[src/rtl/rgb_to_ycrcb.sv]
`timescale 1ns/1ps
// Three-stage RGB888 -> YCrCb (BT.601 full range) converter with a single global
// advance for valid/ready flow control; r/g/b and the sideband tag ride along aligned.
module rgb_to_ycrcb #(
    parameter int SIDEBAND_W = 22
) (
    input  logic                  clk_in,
    input  logic                  rst_n_in,
    input  logic [7:0]            r_in,
    input  logic [7:0]            g_in,
    input  logic [7:0]            b_in,
    input  logic [SIDEBAND_W-1:0] sideband_in,
    input  logic                  valid_in,
    output logic                  ready_out,
    output logic [7:0]            y_out,
    output logic [7:0]            cr_out,
    output logic [7:0]            cb_out,
    output logic [7:0]            r_out,
    output logic [7:0]            g_out,
    output logic [7:0]            b_out,
    output logic [SIDEBAND_W-1:0] sideband_out,
    output logic                  valid_out,
    input  logic                  ready_in
);

    // Coefficient index k = ch*3 + col, with ch 0=Y, 1=Cb, 2=Cr and col 0=R, 1=G, 2=B.
    // Magnitudes are stored unsigned; COEF_NEG marks the terms that are subtracted.
    localparam logic [8:0] COEF_NEG = 9'b110011000;

    function automatic logic [7:0] coef_mag(input int k);
        logic [7:0] m;
        case (k)
            0:       m = 8'd77;
            1:       m = 8'd150;
            2:       m = 8'd29;
            3:       m = 8'd43;
            4:       m = 8'd85;
            5:       m = 8'd128;
            6:       m = 8'd128;
            7:       m = 8'd107;
            8:       m = 8'd21;
            default: m = 8'd0;
        endcase
        return m;
    endfunction

    logic                  adv;
    logic [7:0]            pix_in [3];

    logic [15:0]           prod_next [9];
    logic [15:0]           prod1_reg [9];
    logic [7:0]            rgb1_reg  [3];
    logic [SIDEBAND_W-1:0] sb1_reg;
    logic                  valid1_reg;

    logic signed [17:0]    sum_next [3];
    logic signed [17:0]    sum2_reg [3];
    logic [7:0]            rgb2_reg [3];
    logic [SIDEBAND_W-1:0] sb2_reg;
    logic                  valid2_reg;

    logic [7:0]            chan_next [3];
    logic [7:0]            chan3_reg [3];
    logic [7:0]            rgb3_reg  [3];
    logic [SIDEBAND_W-1:0] sb3_reg;
    logic                  valid3_reg;

    // The whole pipeline moves as one; bubbles are carried, not squeezed.
    assign adv       = !valid3_reg || ready_in;
    assign ready_out = adv;

    assign pix_in[0] = r_in;
    assign pix_in[1] = g_in;
    assign pix_in[2] = b_in;

    generate
        for (genvar gi = 0; gi < 3; gi++) begin : g_chan
            for (genvar gj = 0; gj < 3; gj++) begin : g_prod
                assign prod_next[gi*3+gj] = {8'd0, pix_in[gj]} * {8'd0, coef_mag(gi*3+gj)};
            end

            logic signed [17:0] acc;
            always_comb begin
                acc = 18'sd128;
                for (int j = 0; j < 3; j++) begin
                    if (COEF_NEG[gi*3+j]) begin
                        acc = acc - $signed({2'b00, prod1_reg[gi*3+j]});
                    end else begin
                        acc = acc + $signed({2'b00, prod1_reg[gi*3+j]});
                    end
                end
            end
            assign sum_next[gi] = acc;

            // Chroma channels are re-centred on 128 after the floor shift.
            localparam logic signed [17:0] OFFSET = (gi == 0) ? 18'sd0 : 18'sd128;
            logic signed [17:0] shifted;
            assign shifted = (sum2_reg[gi] >>> 8) + OFFSET;
            assign chan_next[gi] = (shifted < 18'sd0)   ? 8'd0   :
                                   (shifted > 18'sd255) ? 8'd255 : shifted[7:0];
        end
    endgenerate

    always_ff @(posedge clk_in or negedge rst_n_in) begin
        if (!rst_n_in) begin
            valid1_reg <= 1'b0;
            valid2_reg <= 1'b0;
            valid3_reg <= 1'b0;
            sb1_reg    <= '0;
            sb2_reg    <= '0;
            sb3_reg    <= '0;
            for (int k = 0; k < 9; k++) begin
                prod1_reg[k] <= '0;
            end
            for (int c = 0; c < 3; c++) begin
                rgb1_reg[c]  <= '0;
                rgb2_reg[c]  <= '0;
                rgb3_reg[c]  <= '0;
                sum2_reg[c]  <= '0;
                chan3_reg[c] <= '0;
            end
        end else if (adv) begin
            valid1_reg <= valid_in;
            valid2_reg <= valid1_reg;
            valid3_reg <= valid2_reg;
            sb1_reg    <= sideband_in;
            sb2_reg    <= sb1_reg;
            sb3_reg    <= sb2_reg;
            for (int k = 0; k < 9; k++) begin
                prod1_reg[k] <= prod_next[k];
            end
            for (int c = 0; c < 3; c++) begin
                rgb1_reg[c]  <= pix_in[c];
                rgb2_reg[c]  <= rgb1_reg[c];
                rgb3_reg[c]  <= rgb2_reg[c];
                sum2_reg[c]  <= sum_next[c];
                chan3_reg[c] <= chan_next[c];
            end
        end
    end

    assign y_out        = chan3_reg[0];
    assign cb_out       = chan3_reg[1];
    assign cr_out       = chan3_reg[2];
    assign r_out        = rgb3_reg[0];
    assign g_out        = rgb3_reg[1];
    assign b_out        = rgb3_reg[2];
    assign sideband_out = sb3_reg;
    assign valid_out    = valid3_reg;

endmodule

[config.mk]
export PLATFORM = sky130hd
export DESIGN_NAME = rgb_to_ycrcb
export DESIGN_NICKNAME = d
export VERILOG_FILES = /design/src/rtl/rgb_to_ycrcb.sv
export SDC_FILE = /design/constraint.sdc
export NUM_CORES = 1
export LEC_CHECK = 0
export ABC_AREA = 1
export ABC_CLOCK_PERIOD_IN_PS = 3900
export CAP_MARGIN = 25
export CORE_MARGIN = 4
export CORE_UTILIZATION = 45
export DETAILED_ROUTE_END_ITERATION = 12
export HOLD_SLACK_MARGIN = 0.12
export PLACE_DENSITY_LB_ADDON = 0.2
export REMOVE_ABC_BUFFERS = 1
export SYNTH_ARGS = -nofsm -noshare
export SYNTH_HDL_FRONTEND = slang
export SYNTH_SLANG_ARGS = --single-unit
[constraint.sdc]
create_clock -name clk_in -period 3.9 [get_ports clk_in]
set_clock_uncertainty 0.15 [all_clocks]
set_input_delay 0.585 -clock clk_in [delete_from_list [all_inputs] [get_ports clk_in]]
set_output_delay 0.585 -clock clk_in [all_outputs]
set_load 0.1 [all_outputs]
# After elaboration in Yosys (flattened, before gate mapping)
# Cells that the tools add are included.
# word_totals
in_bits,50
reg_bits,319
# op_classes
n_reduce_logical,2
n_mux,6
magnitude_cmp,6
add_sub_neg,11
multipliers,7
# ops
cell,n
multiplier 8 x 7 -> 15 bit (second input constant),4
two-way mux 8 bit,6
adder 8 x 15 -> 16 bit (first input constant),2
multiplier 8 x 5 -> 13 bit (second input constant),2
adder 10 x 9 -> 11 bit (second input constant),2
greater-than comparator 11 x 9 -> 1 bit (second input constant),2
less-than comparator 11 x 1 -> 1 bit (second input constant),2
adder 17 x 13 -> 18 bit,1
adder 17 x 16 -> 18 bit,1
subtractor 17 x 14 -> 18 bit,1
adder 16 x 16 -> 17 bit,1
subtractor 15 x 16 -> 17 bit,1
subtractor 16 x 15 -> 17 bit,1
subtractor 8 x 14 -> 15 bit (first input constant),1
multiplier 8 x 6 -> 14 bit (second input constant),1
greater-than comparator 10 x 9 -> 1 bit (second input constant),1
less-than comparator 10 x 1 -> 1 bit (second input constant),1
zero test 1 bit,1
logical OR 1 bit,1

# Depth between registers and ports, before layout
# depth
word_depth,4
depth_mapped,21

# Worst setup path after synthesis
# OpenSTA, ideal clock, no wires.
# synth_timing
kind,in2reg
startpoint,in g_in[1]
endpoint,reg prod1_reg[26] (netlist name)
path_buffers,0
path_stages,14
arrival_ns,3.678
slack_ns,-0.058
setup_ns,0.130
cell_sequence,ha_1 fa_1 fa_1 inv_1 fa_1 inv_1 ha_1 a21oi_1 o21ai_0 a21oi_1 o21ai_0 or2_1 nand3_1 o21ai_0
# synth_via
elab_chain_cells,1
# synth_rtl
element,line_no,source
"start, declared",10,"input logic [7:0] g_in,"
multiplier 8 x 7 -> 15 bit,79,"assign prod_next[gi*3+gj] = {8'd0, pix_in[gj]} * {8'd0, coef_mag(gi*3+gj)};"
"end signal, assigned by index",130,prod1_reg[k] <= prod_next[k];
"end, declared",51,logic [15:0] prod1_reg [9];
# No other way between the ends.
# A chain may end at the register's enable or synchronous reset.

# Worst setup path after layout
# Same ends and word-level chain as after synthesis.

==> impl_metrics.tcl <==
set metrics [dict create \
    global_route.overflow_total 0 \
    use_met2_pct 32.2 \
    post_route_drc_violation_count 0 \
    muxShareOfSynthArea_pct 0 \
    yosysUniqueCellTypes 42 \
    core_sq_mm 0.0446 \
    cap_violations 0 \
    cts_buffers 35 \
    gr-usage-met3_pct 3.13 \
    postSynthAreaPerCell_sq_um 8.10 \
    gr_busiest_metal "met2" \
    ios 122 \
    clkSlewWorstSetupHoldPaths_ns 0.06 \
    post_synth_and_or_nand_nor_area_fraction_pct 20.9 \
    synth_compound_gate_area_share_pct 9.55 \
    critPathKind "in2reg" \
    dp_cells 3356 \
    port_buffers 121 \
    clock_tree_from_tritoncts "yes" \
    detailed_route_vias_per_instance 4.94 \
    clock_tree.buffer_depth 3 \
    detailedRoute.firstIterationViolations 1091 \
    ys_seq_elements 279 \
    syn_to_final_growth_pct 21.9 \
    first_pass_iters 5 \
    clk_latency_ns 0.53 \
    hold_violations 0 \
    floorplan.initialDensity_pct 45.8 \
    route.antenna.remaining_nets 0 \
    cts.sinks 279 \
    critical_path.endpoint_type "register" \
    avgRoutedWirePerCell_um 14.4 \
    synth-main-ff-cell "sky130_fd_sc_hd__dfrtp_1" \
    ys_seq_area_share_pct 34.2 \
    setup.worst_path.start_class "input pin" \
    largest_reg_flops 84 \
    timing.critical_path.required_ns 4.16 \
    globalplace.congestion 0.861 \
    die-area_sq_mm 0.0489 \
    grt_use_total_pct 20.4 \
    max_clock_freq_mhz 267 \
    cts_root_buffer "sky130_fd_sc_hd__clkbuf_16" \
    synth_top_family_by_area "adder cells" \
    die_width_um 221 \
    final-max-slew-violation-count 0 \
    core.rowCount 77 \
    multi_input_area_sq_mm 0.0119 \
    dr_total_vias 16900 \
    crit_arrival_ns 4.00 \
    rr_startpoint "prod1_reg[81]$_DFFE_PN0P_" \
    layout_worst_path_cycle_share_pct 95.9 \
    grt_start_max_net_pins 118 \
    crit_path_start "g_in[1]" \
    final.min_clock_period_ns 3.74 \
    timing_worst_slew_pin_value_ns 1.02 \
    synth-async-reset-ratio_pct 100 \
    synth_edf_count 0 \
    holdWs_ns 0.300 \
    die-height_um 221 \
    relSlewSlack_pct 31.6 \
    ff_latch_area_sq_mm 0.00698 \
    syn-cell-area_sq_mm 0.0204 \
    outcome "finished, final reports clean" \
    totalWireLength_mm 49.1 \
    antenna_found_initial 0 \
    fill_cells 4179 \
    dp.final_hpwl_mm 38.0 \
    setup_viol 0 \
    synth_warnings 0 \
    synth_fa_ha_area_share_pct 25.1 \
    synth_xor_area_share_pct 1.97 \
    critical_hold_path_startpoint "valid2_reg$_DFFE_PN0P_" \
    grt_pass1_wl_mm 84.2 \
    drive_above_1_share_pct 10.9 \
    use_met1_pct 29.8 \
    post_synth_inst_count 2524 \
    min_delay_worst_type "reg2reg" \
    finish.net_count 3219 \
    fin_cells 3423 \
    critical_path_peak_fanout 4 \
    number_of_global_route_vias_before_repair 16900 \
    finished_core_util_pct 55.9 \
    antenna_cells 0 \
    h_tree_levels 2 \
]
[Yosys cell counts, types with 4 or more instances]
cell	number	area share, %
sky130_fd_sc_hd__o21ai_0	200	4.9
sky130_fd_sc_hd__nand4_1	25	0.77
sky130_fd_sc_hd__nor2_2	4	0.12
sky130_fd_sc_hd__xnor2_1	17	0.73
sky130_fd_sc_hd__nand3_2	4	0.20
sky130_fd_sc_hd__o31ai_1	6	0.22
sky130_fd_sc_hd__clkbuf_1	34	0.62
sky130_fd_sc_hd__nand3b_1	9	0.33
sky130_fd_sc_hd__dfrtp_1	279	34
sky130_fd_sc_hd__o21ai_1	4	0.098
sky130_fd_sc_hd__or2_2	24	0.73
sky130_fd_sc_hd__a21oi_1	96	2.4
sky130_fd_sc_hd__buf_2	25	0.61
sky130_fd_sc_hd__o21bai_1	9	0.33
sky130_fd_sc_hd__nor2_1	94	1.7
sky130_fd_sc_hd__a21o_1	10	0.37
sky130_fd_sc_hd__nor3_1	17	0.42
sky130_fd_sc_hd__ha_1	286	18
sky130_fd_sc_hd__o22ai_1	8	0.24
sky130_fd_sc_hd__xor2_1	29	1.2
sky130_fd_sc_hd__nand3_1	113	2.8
sky130_fd_sc_hd__inv_1	378	6.9
sky130_fd_sc_hd__a31oi_1	9	0.28
sky130_fd_sc_hd__nand2_1	734	13
sky130_fd_sc_hd__fa_1	78	7.6
[cells by family after synthesis]
group           count (synthesis)
buf+inv                       441
compound gates                361
xor+xnor                       46
simple gates                 1033
fa+ha+maj                     364
flops                         279
[what timing repair did]
| item | CTS | global route |
|---|---|---|
| hold buffers | 1 | 0 |
| gates resized for setup | 14 | 16 |
| endpoints found under the hold margin | 112 | 0 |
| gates cloned | 0 | 0 |
| setup buffers | 2 | 1 |
| pin swaps | 2 | 5 |
| endpoints found under the setup margin | 5 | 15 |
[cell type report]
class	count	share of cell area, %
sequential	279	28.0
tap	592	2.97
clock buffer	46	4.05
inverter	381	5.77
multi-input combinational	1804	47.7
clock inverter	17	0.683
timing repair buffer	304	10.9
[stage by stage]
stage	setup TNS [ns]	setup WS [ns]	cell area [sq um]
final	0	0.161	24900
after global routing	-0.00226	-0.00226	24900
after CTS	0	0.0296	24900
after detailed placement	-15.66	-0.758	23600
after global placement	-14.53	-0.644	23600
after floorplan	-3755.13	-16.88	20200
[layout by cell type (no fill, tap or decap), types with 17 or more instances in the layout]
cell / n
sky130_fd_sc_hd__nand2_1: 734
sky130_fd_sc_hd__inv_1: 376
sky130_fd_sc_hd__ha_1: 281
sky130_fd_sc_hd__dfrtp_1: 279
sky130_fd_sc_hd__o21ai_0: 194
sky130_fd_sc_hd__buf_4: 173
sky130_fd_sc_hd__nand3_1: 113
sky130_fd_sc_hd__clkdlybuf4s50_1: 111
sky130_fd_sc_hd__nor2_1: 92
sky130_fd_sc_hd__a21oi_1: 90
sky130_fd_sc_hd__fa_1: 78
sky130_fd_sc_hd__clkbuf_16: 36
sky130_fd_sc_hd__xor2_1: 29
sky130_fd_sc_hd__nand4_1: 25
sky130_fd_sc_hd__or2_2: 24
sky130_fd_sc_hd__xnor2_1: 17
[final timing paths]
kind	end	depth (start not counted)	slack (ns)
setup / recovery	prod1_reg[26]$_DFFE_PN0P_	16	0.16
setup reg to reg	sum2_reg[31]$_DFFE_PN0P_	20	0.34
min in group asynchronous	sum2_reg[16]$_DFFE_PN0P_	2	0.57
hold reg to reg	valid_out$_DFFE_PN0P_	2	0.30
max in group asynchronous	y_out[0]$_DFFE_PN0P_	3	2.16
hold / removal	valid_out$_DFFE_PN0P_	2	0.30
[critical path, stage by stage]
cell	delay [ns]
sky130_fd_sc_hd__dlygate4sd2_1	0.28
sky130_fd_sc_hd__buf_6	0.15
sky130_fd_sc_hd__ha_1	0.20
sky130_fd_sc_hd__fa_1	0.47
sky130_fd_sc_hd__fa_1	0.52
sky130_fd_sc_hd__inv_1	0.05
sky130_fd_sc_hd__fa_1	0.50
sky130_fd_sc_hd__inv_1	0.04
sky130_fd_sc_hd__ha_1	0.32
sky130_fd_sc_hd__a21oi_2	0.18
sky130_fd_sc_hd__o21ai_1	0.11
sky130_fd_sc_hd__a21oi_2	0.14
sky130_fd_sc_hd__o21ai_1	0.08
sky130_fd_sc_hd__or2_1	0.21
sky130_fd_sc_hd__nand3_1	0.06
sky130_fd_sc_hd__o21ai_0	0.09
[routing by layer]
metal  routed length (um)  part of all wire (%)  up-vias
li1                     -                     -     8650
met4                  941                   1.9        0
met2                21800                    44      261
met1                24700                    50     7952
met5                    0                     0        -
met3                 1690                   3.4       49
Power is left out: the tool's default activity adds up to more than one toggle a clock period on the data nets, which glitch-free logic cannot reach.
